<file path="src/rtl/rpn_token_decoder_if.sv">
// Character-in / ALU-command-out bundle for the RPN token decoder.
// The decoder takes the slave side; the character source / ALU sees master.
interface rpn_token_decoder_if #(
  parameter int N = 16
);
  logic [7:0]   char_in;
  logic         char_valid;
  logic         char_ready;
  logic [2:0]   alu_opcode;
  logic [N-1:0] alu_data;
  logic         alu_valid;
  logic         expr_done;
  logic         num_overflow;
  logic         err_char;

  modport slave (
    input  char_in,
    input  char_valid,
    output char_ready,
    output alu_opcode,
    output alu_data,
    output alu_valid,
    output expr_done,
    output num_overflow,
    output err_char
  );

  modport master (
    output char_in,
    output char_valid,
    input  char_ready,
    input  alu_opcode,
    input  alu_data,
    input  alu_valid,
    input  expr_done,
    input  num_overflow,
    input  err_char
  );
endinterface

</file>
<file path="src/rtl/rpn_token_decoder.sv">
// ASCII postfix expression front end: decimal operands become pushes,
// '+', '*' and '=' become add, mul and pop commands for the stack ALU.
module rpn_token_decoder #(
  parameter int N = 16
) (
  input logic               clk,
  input logic               rst_n,
  rpn_token_decoder_if.slave bus
);

  localparam int AW = N + 4;

  localparam logic [2:0] OP_IDLE = 3'b000;
  localparam logic [2:0] OP_ADD  = 3'b100;
  localparam logic [2:0] OP_MUL  = 3'b101;
  localparam logic [2:0] OP_PUSH = 3'b110;
  localparam logic [2:0] OP_POP  = 3'b111;

  typedef enum logic [1:0] {
    IDLE,
    ACC,
    HOLD_OP
  } state_t;

  state_t       state, state_next;
  logic [N-1:0] acc, acc_next;
  logic [2:0]   held, held_next;

  logic [2:0]   opcode_next;
  logic [N-1:0] data_next;
  logic         valid_next;
  logic         done_next;
  logic         err_next;
  logic         ovf_next;
  logic         ready_next;

  logic         accept;
  logic         pending;
  logic         is_digit;
  logic         is_space;
  logic         is_add;
  logic         is_mul;
  logic         is_eq;
  logic [3:0]   digit;
  logic [AW-1:0] acc_mac;
  logic [2:0]   cmd;

  assign accept   = bus.char_valid && bus.char_ready;
  assign pending  = (state == ACC);
  assign is_digit = (bus.char_in >= 8'h30) && (bus.char_in <= 8'h39);
  assign is_space = (bus.char_in == 8'h20);
  assign is_add   = (bus.char_in == 8'h2B);
  assign is_mul   = (bus.char_in == 8'h2A);
  assign is_eq    = (bus.char_in == 8'h3D);
  assign digit    = bus.char_in[3:0];

  // Wide enough that acc*10+9 never wraps, so the top nibble flags overflow.
  assign acc_mac = (AW'(acc) * AW'(10)) + AW'(digit);

  always_comb begin
    cmd = OP_POP;
    unique case (1'b1)
      is_add:  cmd = OP_ADD;
      is_mul:  cmd = OP_MUL;
      default: cmd = OP_POP;
    endcase
  end

  always_comb begin
    state_next  = state;
    acc_next    = acc;
    held_next   = held;
    opcode_next = OP_IDLE;
    data_next   = '0;
    valid_next  = 1'b0;
    done_next   = 1'b0;
    err_next    = 1'b0;
    ovf_next    = bus.num_overflow;

    unique case (state)
      HOLD_OP: begin
        opcode_next = held;
        valid_next  = 1'b1;
        done_next   = (held == OP_POP);
        held_next   = OP_IDLE;
        state_next  = IDLE;
      end
      IDLE, ACC: begin
        if (accept) begin
          unique case (1'b1)
            is_digit: begin
              acc_next   = acc_mac[N-1:0];
              state_next = ACC;
              if (|acc_mac[AW-1:N])
                ovf_next = 1'b1;
            end
            is_space: begin
              if (pending) begin
                opcode_next = OP_PUSH;
                data_next   = acc;
                valid_next  = 1'b1;
              end
              acc_next   = '0;
              state_next = IDLE;
            end
            is_add, is_mul, is_eq: begin
              valid_next = 1'b1;
              acc_next   = '0;
              if (pending) begin
                opcode_next = OP_PUSH;
                data_next   = acc;
                held_next   = cmd;
                state_next  = HOLD_OP;
              end else begin
                opcode_next = cmd;
                done_next   = (cmd == OP_POP);
                state_next  = IDLE;
              end
            end
            default: err_next = 1'b1;
          endcase
        end
      end
      default: state_next = IDLE;
    endcase

    ready_next = (state_next != HOLD_OP);
  end

  always_ff @(posedge clk or negedge rst_n) begin
    if (!rst_n) begin
      state            <= IDLE;
      acc              <= '0;
      held             <= OP_IDLE;
      bus.alu_opcode   <= OP_IDLE;
      bus.alu_data     <= '0;
      bus.alu_valid    <= 1'b0;
      bus.expr_done    <= 1'b0;
      bus.err_char     <= 1'b0;
      bus.num_overflow <= 1'b0;
      bus.char_ready   <= 1'b1;
    end else begin
      state            <= state_next;
      acc              <= acc_next;
      held             <= held_next;
      bus.alu_opcode   <= opcode_next;
      bus.alu_data     <= data_next;
      bus.alu_valid    <= valid_next;
      bus.expr_done    <= done_next;
      bus.err_char     <= err_next;
      bus.num_overflow <= ovf_next;
      bus.char_ready   <= ready_next;
    end
  end

endmodule

</file>
<file path="src/flat_wrapper.sv">
// flat-port wrapper written by rule: the top's interface ports become plain ports
module rpn_token_decoder_flat 
#(
  parameter int N = 16
)
  (clk, rst_n, bus_char_in, bus_char_valid, bus_char_ready, bus_alu_opcode, bus_alu_data, bus_alu_valid, bus_expr_done, bus_num_overflow, bus_err_char);
  rpn_token_decoder_if #(.N(N)) bus_i ();
  input logic clk;
  input logic rst_n;
  input wire logic [$bits(bus_i.char_in)-1:0] bus_char_in;
  input wire logic [$bits(bus_i.char_valid)-1:0] bus_char_valid;
  output wire logic [$bits(bus_i.char_ready)-1:0] bus_char_ready;
  output wire logic [$bits(bus_i.alu_opcode)-1:0] bus_alu_opcode;
  output wire logic [$bits(bus_i.alu_data)-1:0] bus_alu_data;
  output wire logic [$bits(bus_i.alu_valid)-1:0] bus_alu_valid;
  output wire logic [$bits(bus_i.expr_done)-1:0] bus_expr_done;
  output wire logic [$bits(bus_i.num_overflow)-1:0] bus_num_overflow;
  output wire logic [$bits(bus_i.err_char)-1:0] bus_err_char;
  assign bus_i.char_in = bus_char_in;
  assign bus_i.char_valid = bus_char_valid;
  assign bus_char_ready = bus_i.char_ready;
  assign bus_alu_opcode = bus_i.alu_opcode;
  assign bus_alu_data = bus_i.alu_data;
  assign bus_alu_valid = bus_i.alu_valid;
  assign bus_expr_done = bus_i.expr_done;
  assign bus_num_overflow = bus_i.num_overflow;
  assign bus_err_char = bus_i.err_char;
  rpn_token_decoder #(.N(N)) u_core (.clk(clk), .rst_n(rst_n), .bus(bus_i));
endmodule
</file>
<file path="config.mk">
export PLATFORM = sky130hd
export DESIGN_NAME = rpn_token_decoder_flat
export DESIGN_NICKNAME = d
export VERILOG_FILES = /design/src/rtl/rpn_token_decoder_if.sv /design/src/rtl/rpn_token_decoder.sv /design/src/flat_wrapper.sv
export SDC_FILE = /design/constraint.sdc
export NUM_CORES = 1
export LEC_CHECK = 0
export CORE_ASPECT_RATIO = 1.4
export CORE_MARGIN = 2
export CORE_UTILIZATION = 56
export CTS_CLUSTER_SIZE = 16
export DETAILED_ROUTE_END_ITERATION = 12
export GPL_TIMING_DRIVEN = 0
export PLACE_DENSITY = 0.8
export SYNTH_ARGS = -nofsm -noshare
export SYNTH_HDL_FRONTEND = slang
export SYNTH_SLANG_ARGS = --single-unit
</file>
<file path="constraint.sdc">
create_clock -name clk -period 4.55 [get_ports clk]
set_clock_uncertainty 0.1 [all_clocks]
set_input_delay 1.365 -clock clk [delete_from_list [all_inputs] [get_ports clk]]
set_output_delay 1.365 -clock clk [all_outputs]
set_load 0.03 [all_outputs]
</file>
==> impl_metrics.json, run 1 <==
{
  "status": "complete, no violations",
  "hold_start": "u_core.held[2]",
  "cts_hold_buf": 0,
  "globalRouteTotalUtil_pct": 22.1,
  "yosysTopAreaCell": "dfrtp_1",
  "netlist_instances": 308,
  "grt.overflow.total": 0,
  "synth_flop_cell": "dfrtp_1",
  "rows": 31,
  "h-tree-depth": 2,
  "worstSetupEndpointType": "register",
  "whs_ns": 0.413,
  "antenna_left": 0,
  "synth_top_area_share_pct": 36.8,
  "power_leakage_nw": 1.66,
  "power_density_nw_per_um2": 447,
  "initial_core_util_pct": 58.0,
  "r2r_setup_slack_ns": 0.86,
  "syn_nets": 352,
  "yosysWarnings": 0,
  "antenna_cells": 0,
  "synth_seq_area_share_pct": 37.7,
  "cts_tree": "built",
  "worstMarginPinSlew_ns": 0.647,
  "clk_latency_ns": 0.29,
  "hold_viol": 0,
  "post_cts.repair.setup_buffers": 0,
  "drt-initial-drc-count": 106,
  "grt_pass1_wl_um": 10500,
  "tns_ns": 0,
  "place.gp.congestion": 0.916,
  "dieArea_um2": 5950,
  "syn2layout_area_growth_pct": 18.2,
  "syn_area_per_cell_um2": 9.72,
  "cts_resized": 0,
  "die_x_um": 65.8,
  "path_max_fanout": 6,
  "viasPerCell": 5.80,
  "vias": 2420,
  "critPathKind": "in2reg",
  "antenna_found_initial": 0,
  "period_share_pct": 85.5,
  "cap_viol_max_count": 0,
  "holdPathStages": 2,
  "reg2reg_depth": 11,
  "fin_crit_ns": 3.89,
  "holdPathEnd": "u_core.held[2]",
  "synth_cell_types": 55,
  "crit_required_ns": 4.63,
  "vdd_ir_drop_max_uv": 382,
  "firstDrtPassIters": 4,
  "detailed_place_hpwl_um": 4890,
  "grt_start_max_net_pins": 45,
  "rsz0062_at_grt": "false",
  "min_path_type": "reg2reg",
  "maxSlewViolCount": 0,
  "final_nets": 394,
  "async_flop_share_pct": 100,
  "maxSlewHeadroom_pct": 56.8,
  "die_y_um": 90.5,
  "wl_per_cell_um": 14.4,
  "syn_area_um2": 2990,
  "wl_um": 6020,
  "grt_pass1_vias": 2329,
  "cts_root_buffer": "clkbuf_8",
  "clock_path_buffers": 2,
  "drive_gt1_share_pct": 6.84,
  "coreArea_um2": 5160,
  "ys_seq_elements": 45,
  "r2r-end": "u_core.bus.num_overflow",
  "pin_count": 35,
  "cts_sinks": 45,
  "fmax_mhz": 257,
  "setup_viol": 0,
  "yosys-top-cells-area": "dfrtp_1 37%, ha_1 13%, nand2_1 3.9%",
  "reg2reg_from": "u_core.acc[1]",
  "path_clk_slew_ns": 0.07,
  "synth-edff-count": 0,
  "arrival_ns": 3.97,
  "drc": 0,
  "critPathLaunchType": "input pin",
  "cts_made_buffers": 5,
  "port_buffers": 34
}
power breakdown:
part           internal (mW)  total (mW)  switching, mW
registers              0.444       0.500         0.0561
logic                  0.340       0.797          0.457
clock network          0.163       0.284          0.121
total                  0.947        1.58          0.634
worst max path at each step:
| stage | startpoint | to | slack, ns | depth (start not counted) |
|---|---|---|---|---|
| after floorplan | u_core.acc[1] | u_core.acc[15] | 1.16 | 11 |
| after global placement | bus_char_in[1] | u_core.acc[9] | 0.43 | 11 |
| after detailed placement | bus_char_in[1] | u_core.acc[9] | 0.36 | 11 |
| after CTS | bus_char_in[1] | u_core.acc[9] | 0.66 | 11 |
| after global routing | bus_char_in[1] | u_core.acc[9] | 0.54 | 11 |
| final | bus_char_in[1] | u_core.acc[9] | 0.66 | 11 |
cell type report:
| class | count | area (um2) |
|---|---|---|
| multi-input combinational | 246 | 1790 |
| fill | 415 | 1620 |
| sequential | 45 | 1130 |
| timing repair buffer | 35 | 355 |
| tap | 66 | 82.6 |
| clock buffer | 6 | 72.6 |
| buffer | 9 | 42.5 |
| clock inverter | 2 | 35.0 |
| inverter | 8 | 30.0 |
layer usage:
layer | track usage (%) | share of wire [%] | up-vias | wire length (um)
met2 | 41.1 | 54 | 47 | 3250
met3 | 3.37 | 2.4 | 6 | 142
met4 | 6.77 | 1.4 | 0 | 86
li1 | - | - | 1211 | -
met1 | 24.9 | 42 | 1156 | 2540
met5 | 0 | 0 | - | 0
flip-flops by register name, indices dropped and copies added (netlist names):
| name | count |
|---|---|
| u_core.bus.alu_opcode | 3 |
| u_core.bus.expr_done | 1 |
| u_core.bus.char_ready | 1 |
| u_core.bus.alu_valid | 1 |
| u_core.bus.alu_data | 16 |
| u_core.held | 3 |
| u_core.state | 2 |
| u_core.bus.num_overflow | 1 |
| u_core.bus.err_char | 1 |
| u_core.acc | 16 |
logic make-up after synthesis:
logic type	count (synthesis)	share of synthesized area, %
buffers and inverters	17	2.42
XOR/XNOR	18	5.27
adder cells (fa/ha/maj)	33	14.3
flip-flops	45	37.7
AND/OR/NAND/NOR	113	20.2
multiplexers	3	1.05
AO/OA/AOI/OAI	79	19.1
cells in the final DEF, fill, tap and decap left out, types with 6 or more instances in the layout:
master	n
ha_1	31
and2_1	18
nand2_1	31
a21oi_1	21
dfrtp_1	44
a22o_1	11
nand4_1	6
clkdlybuf4s50_1	33
o21ai_0	9
xor2_1	7
clkbuf_1	8
nand3_1	10
nor2_1	20
inv_1	8
xnor2_1	11
synth_stat cells (2+ instances only):
cell,instances
a31oi_1,5
clkbuf_1,7
nor3_1,3
ha_1,31
a211oi_1,2
a22o_1,11
nand2_1,31
or2_2,3
nor3b_1,5
nor2_1,20
nand4_1,6
nand3_1,10
o21a_1,3
mux2i_1,2
o22ai_1,2
o31ai_1,5
a211o_1,3
nand4b_1,3
inv_1,8
dfrtp_1,44
fa_1,2
nand2b_1,3
o21ai_0,9
a21o_1,5
a21oi_1,21
nor4_1,2
and2_1,18
xor2_1,7
xnor2_1,11
through the flow:
stage / instance area, um2 / util, % / worst slack, ns / power (mW) / instances
after floorplan: 2990 / - / 1.16 / 1.13 / 308
after global placement: 3420 / 66.2 / 0.431 / 1.27 / 408
after detailed placement: 3430 / 66.5 / 0.360 / 1.30 / 409
after CTS: 3540 / 68.6 / 0.661 / 1.58 / 417
after global routing: 3540 / 68.6 / 0.536 / 1.71 / 417
final: 3540 / 68.6 / 0.658 / 1.58 / 417
critical path, cell delays in order:
cell,delay (ns)
clkdlybuf4s50_1,0.58
ha_1,0.23
fa_1,0.22
a21o_1,0.15
nand4_1,0.16
a211o_1,0.38
or3_1,0.33
a21oi_1,0.13
a221oi_1,0.08
xnor2_1,0.15
a22o_1,0.19
Power figures use the tool's default switching activity.
==> run 2: changes to the inputs <==
--- a/config.mk
+++ b/config.mk
@@ -12,6 +12,7 @@
 export DETAILED_ROUTE_END_ITERATION = 12
 export GPL_TIMING_DRIVEN = 0
 export PLACE_DENSITY = 0.8
+export SLEW_MARGIN = 15
 export SYNTH_ARGS = -nofsm -noshare
 export SYNTH_HDL_FRONTEND = slang
 export SYNTH_SLANG_ARGS = --single-unit
==> run 2 against run 1 <==
Net effect: setup slack got worse by 0.012 ns; count of clock-buffer cells in the layout is 1 higher; combinational power barely moved; global-route usage is 0.077 points lower; register-to-register slack about the same; critical path depth stayed put; cell area rose by 0.25%; cell count stayed put; sequential power hardly changed; non-clock buffer count unchanged; first-iteration DRC count fell by 30%; largest power group unchanged.
==> impl_metrics.json, run 2 (synthesis results as in run 1) <==
{
  "status": "complete, no violations",
  "crit_required_ns": 4.62,
  "switchingPower_mw": 0.634,
  "cts_root_buffer": "clkbuf_8",
  "cts_resized": 0,
  "grt_start_max_net_pins": 35,
  "power_leakage_nw": 1.66,
  "hold_viol": 0,
  "worstSetupEndpointType": "register",
  "fin_crit_ns": 3.90,
  "wl_um": 5980,
  "clk_latency_ns": 0.29,
  "port_buffers": 34,
  "power_density_nw_per_um2": 450,
  "place.gp.congestion": 0.916,
  "critPathTopFamily": "compound AO/OA/AOI/OAI gates",
  "power.share.sequential_pct": 31.3,
  "power_frac_clock_pct": 18.7,
  "maxSlewHeadroom_pct": 55.6,
  "p_int_mw": 0.962,
  "min_path_type": "reg2reg",
  "critPathLaunchType": "input pin",
  "vdd_ir_drop_max_uv": 382,
  "worstMarginPinSlew_ns": 0.665,
  "vias": 2452,
  "swShare_pct": 39.7,
  "rsz0062_at_grt": "false",
  "final_nets": 394,
  "globalRouteTotalUtil_pct": 22.0,
  "max_stage_delay_ns": 0.58,
  "reg_top3": "u_core.acc x16, u_core.bus.alu_data x16",
  "coreArea_um2": 5160,
  "tns_ns": 0,
  "grt_pass1_vias": 2369,
  "power.share.combinational_pct": 50.0,
  "arrival_ns": 3.98,
  "cp_slowest_cell": "clkdlybuf4s50_1",
  "cts_made_buffers": 5,
  "period_share_pct": 85.8,
  "antenna_cells": 0,
  "post_cts.repair.setup_buffers": 0,
  "initial_core_util_pct": 58.0,
  "setup_viol": 0,
  "cts_hold_buf": 0,
  "critPathKind": "in2reg",
  "die_x_um": 65.8,
  "viasPerCell": 5.88,
  "cts_sinks": 45,
  "path_clk_slew_ns": 0.07,
  "maxSlewViolCount": 0,
  "grt_pass1_wl_um": 10400,
  "detailed_place_hpwl_um": 4940,
  "cts_tree": "built",
  "h-tree-depth": 2,
  "firstDrtPassIters": 4,
  "syn2layout_area_growth_pct": 18.5,
  "mostFrequentLayoutCell": "dfrtp_1",
  "rows": 31,
  "postPlaceCellArea_um2": 3430,
  "clock_path_buffers": 2,
  "path_buf_inv": 1,
  "wl_per_cell_um": 14.4,
  "antenna_found_initial": 0,
  "instances_no_fill": 417,
  "cap_viol_max_count": 0,
  "post-place-cells": 409,
  "antenna_left": 0,
  "drc": 0,
  "crit_chain": "clkdlybuf4s50_1 -> ha_1 -> fa_1 -> a21o_1 -> nand4_1 -> a211o_1 -> or3_1 -> a21oi_1 -> a221oi_1 -> xnor2_1 -> a22o_1",
  "drive_gt1_share_pct": 6.84,
  "path_max_fanout": 6,
  "layout_common_cells": "44 x dfrtp_1, 33 x clkdlybuf4s50_1, 31 x nand2_1, 31 x ha_1, 21 x a21oi_1",
  "power_mw": 1.60,
  "design_area_um2": 3550,
  "grt.overflow.total": 0,
  "pin_count": 35,
  "dieArea_um2": 5950,
  "drt-initial-drc-count": 74,
  "die_y_um": 90.5,
  "fmax_mhz": 256
}
run 2: changes by cell type in the layout (fill, tap and decap cells not counted), sizes merged:
cell / delta
clkbuf: +1
clkinv: -1
run 2: metrics by stage:
stage,setup slack [ns],util (%),hold WS (ns)
floorplan,1.16,-,0.368
global placement,0.431,66.2,0.396
detailed placement,0.361,66.5,0.399
CTS,0.663,68.8,0.417
global route,0.542,68.8,0.448
finish,0.646,68.8,0.424
run 2: area by class of cell:
class,count,area (um2)
timing repair buffer,35,355
buffer,9,42.5
inverter,8,30.0
fill,414,1610
sequential,45,1130
multi-input combinational,246,1790
tap,66,82.6
clock inverter,1,30.0
clock buffer,7,86.3
run 2: tightest hold or removal path: stages (launching register included):
cell and delay, ns:
dfrtp_1 0.37, nand2_1 0.07, nand2_1 0.06
run 2: final timing paths:
| check | start | end | slack [ns] | depth (start not counted) |
|---|---|---|---|---|
| worst max-delay path | bus_char_in[1] | u_core.acc[9] | 0.65 | 11 |
| worst min-delay path | u_core.held[2] | u_core.held[2] | 0.42 | 2 |
| worst max register to register | u_core.acc[1] | u_core.acc[15] | 0.87 | 10 |
| worst min register to register | u_core.held[2] | u_core.held[2] | 0.42 | 2 |
| max in group asynchronous | rst_n | u_core.bus.char_ready | 2.98 | 2 |
| min in group asynchronous | rst_n | u_core.bus.alu_data[1] | 0.85 | 1 |
run 2: per-layer routing:
layer	routed length, um	track usage, %	vias up
met3	155	3.74	12
met2	3220	40.4	59
met4	130	8.85	0
met5	0	0	-
met1	2480	24.1	1163
li1	-	-	1218
run 2: power groups by stage:
stage	logic (mW)	registers (mW)	clock network (mW)
after floorplan	0.647	0.487	0
after global placement	0.759	0.506	0
after detailed placement	0.792	0.507	0
after CTS	0.794	0.499	0.304
after global routing	0.891	0.507	0.325
final	0.797	0.500	0.299
==> run 3: changes to the inputs <==
--- a/config.mk
+++ b/config.mk
@@ -7,11 +7,11 @@
 export LEC_CHECK = 0
 export CORE_ASPECT_RATIO = 1.4
 export CORE_MARGIN = 2
-export CORE_UTILIZATION = 56
+export CORE_UTILIZATION = 53
 export CTS_CLUSTER_SIZE = 16
 export DETAILED_ROUTE_END_ITERATION = 12
 export GPL_TIMING_DRIVEN = 0
-export PLACE_DENSITY = 0.8
+export PLACE_DENSITY = 0.76
 export SLEW_MARGIN = 15
 export SYNTH_ARGS = -nofsm -noshare
 export SYNTH_HDL_FRONTEND = slang
==> run 3 against run 2 <==
Net effect: die area up 5.4%; global-route usage up 0.14 points; clock power down 19%; non-clock buffer count unchanged; setup slack worse by 0.014 ns; utilization down 4.5 points; hold slack better by 0.0091 ns.
==> impl_metrics.json, run 3 (synthesis results as in run 1) <==
{
  "status": "complete, no violations",
  "switchingPower_mw": 0.640,
  "antenna_found_initial": 0,
  "multi_input_area_um2": 1790,
  "globalRouteTotalUtil_pct": 22.1,
  "place.gp.congestion": 0.888,
  "port_buffers": 34,
  "die_x_um": 67.5,
  "r2r_setup_slack_ns": 0.86,
  "dieArea_um2": 6270,
  "clock_path_buffers": 2,
  "worstSetupEndpointType": "register",
  "hold_start": "u_core.held[2]",
  "setup_viol": 0,
  "syn2layout_area_growth_pct": 17.7,
  "path_clk_slew_ns": 0.08,
  "grt.overflow.total": 0,
  "post-place-cells": 411,
  "reg_top3": "u_core.acc x16, u_core.bus.alu_data x16",
  "detailed_place_hpwl_um": 4890,
  "wl_per_cell_um": 14.4,
  "cap_viol_max_count": 0,
  "drive_gt1_share_pct": 7.12,
  "drc": 0,
  "h-tree-depth": 2,
  "die_y_um": 92.9,
  "grt_pass1_vias": 2385,
  "power_leakage_nw": 1.65,
  "period_share_pct": 86.1,
  "rows": 32,
  "r2r-end": "u_core.acc[15]",
  "arrival_ns": 4.01,
  "critPathLaunchType": "input pin",
  "critPathKind": "in2reg",
  "hold_viol": 0,
  "path_max_fanout": 6,
  "power_density_nw_per_um2": 435,
  "fmax_mhz": 255,
  "design_area_um2": 3520,
  "reg2reg_depth": 10,
  "p_int_mw": 0.892,
  "holdPathEnd": "u_core.bus.alu_opcode[2]",
  "vias": 2408,
  "min_path_type": "reg2reg",
  "fill_cells": 474,
  "cts_sinks": 45,
  "post_cts.repair.setup_buffers": 0,
  "viasPerCell": 5.75,
  "coreArea_um2": 5490,
  "tns_ns": 0,
  "postPlaceCellArea_um2": 3430,
  "final_nets": 394,
  "crit_required_ns": 4.64,
  "reg2reg_from": "u_core.acc[1]",
  "worstMarginPinSlew_ns": 0.700,
  "cts_root_buffer": "clkbuf_8",
  "rsz0062_at_grt": "false",
  "vdd_ir_drop_max_uv": 368,
  "antenna_left": 0,
  "seq_area_um2": 1130,
  "holdPathStages": 2,
  "maxSlewHeadroom_pct": 53.2,
  "pin_count": 35,
  "grt_start_max_net_pins": 31,
  "grt_pass1_wl_um": 10800,
  "cts_hold_buf": 0,
  "layout_common_cells": "44 x dfrtp_1, 33 x clkdlybuf4s50_1, 31 x nand2_1, 31 x ha_1, 21 x a21oi_1",
  "cts_made_buffers": 5,
  "wl_um": 6050,
  "power.share.sequential_pct": 32.7,
  "initial_core_util_pct": 54.6,
  "instances_no_fill": 419,
  "maxSlewViolCount": 0,
  "drt-initial-drc-count": 147,
  "cts_tree": "built",
  "swShare_pct": 41.7,
  "mostFrequentLayoutCell": "dfrtp_1",
  "antenna_cells": 0,
  "power_frac_clock_pct": 15.8,
  "fin_crit_ns": 3.92,
  "firstDrtPassIters": 4,
  "cts_resized": 0,
  "power.share.combinational_pct": 51.5,
  "clk_latency_ns": 0.30
}
==> run 3: changes by cell type in the layout (fill, tap and decap cells not counted), sizes merged <==
cell and delta:
bufinv -1, clkbuf -2, clkinv +1, clkinvlp +1, inv +1
==> run 3: power groups by stage <==
stage          clock network [mW]  logic, mW  registers (mW)
5_1_grt                     0.263      0.895           0.508
2_1_floorplan                   0      0.647           0.487
3_5_place_dp                    0      0.790           0.509
6_report                    0.242      0.789           0.501
3_3_place_gp                    0      0.764           0.508
4_1_cts                     0.246      0.790           0.501
==> run 3: per-stage QoR <==
step                      utilization [%]  worst slack (ns)  hold slack (ns)  total power, mW
after CTS                            64.2             0.645            0.432             1.54
after global routing                 64.2             0.449            0.453             1.67
after detailed placement             62.6             0.326            0.395             1.30
after global placement               62.3             0.420            0.402             1.27
after floorplan                         -              1.16            0.368             1.13
final                                64.2             0.632            0.433             1.53
==> run 3: layout make-up <==
class,instances,share of cell area (%)
clock inverters,3,0.604
well taps,68,2.41
flip-flops and latches,45,32.0
repair buffers,35,10.1
plain buffers,9,1.21
inverters,8,0.852
clock buffers,5,1.95
multi-input cells,246,50.9
==> run 3: how the worst max path moves through the flow <==
stage	from	to	slack, ns	cells past startpoint
global route	bus_char_in[1]	u_core.acc[9]	0.45	10
CTS	bus_char_in[1]	u_core.acc[9]	0.65	10
detailed placement	bus_char_in[1]	u_core.acc[9]	0.33	10
floorplan	u_core.acc[1]	u_core.acc[15]	1.16	11
global placement	bus_char_in[1]	u_core.acc[9]	0.42	11
finish	bus_char_in[1]	u_core.acc[9]	0.63	10
==> run 3: metal layers <==
metal | GRT usage, % | vias to the layer above | part of all wire, %
met5 | 0 | - | 0
met4 | 7.31 | 0 | 1.6
met3 | 2.19 | 11 | 2.2
met2 | 40.1 | 43 | 53
met1 | 26.4 | 1136 | 43
li1 | - | 1218 | -
==> run 3: worst max-delay path, stage by stage <==
cell and delay (ns):
clkdlybuf4s50_1 0.58, ha_1 0.23, fa_1 0.22, a21o_1 0.15, nand4_1 0.15, a211o_1 0.38, o311ai_0 0.39, a221oi_1 0.16
xnor2_1 0.18, a22o_1 0.20
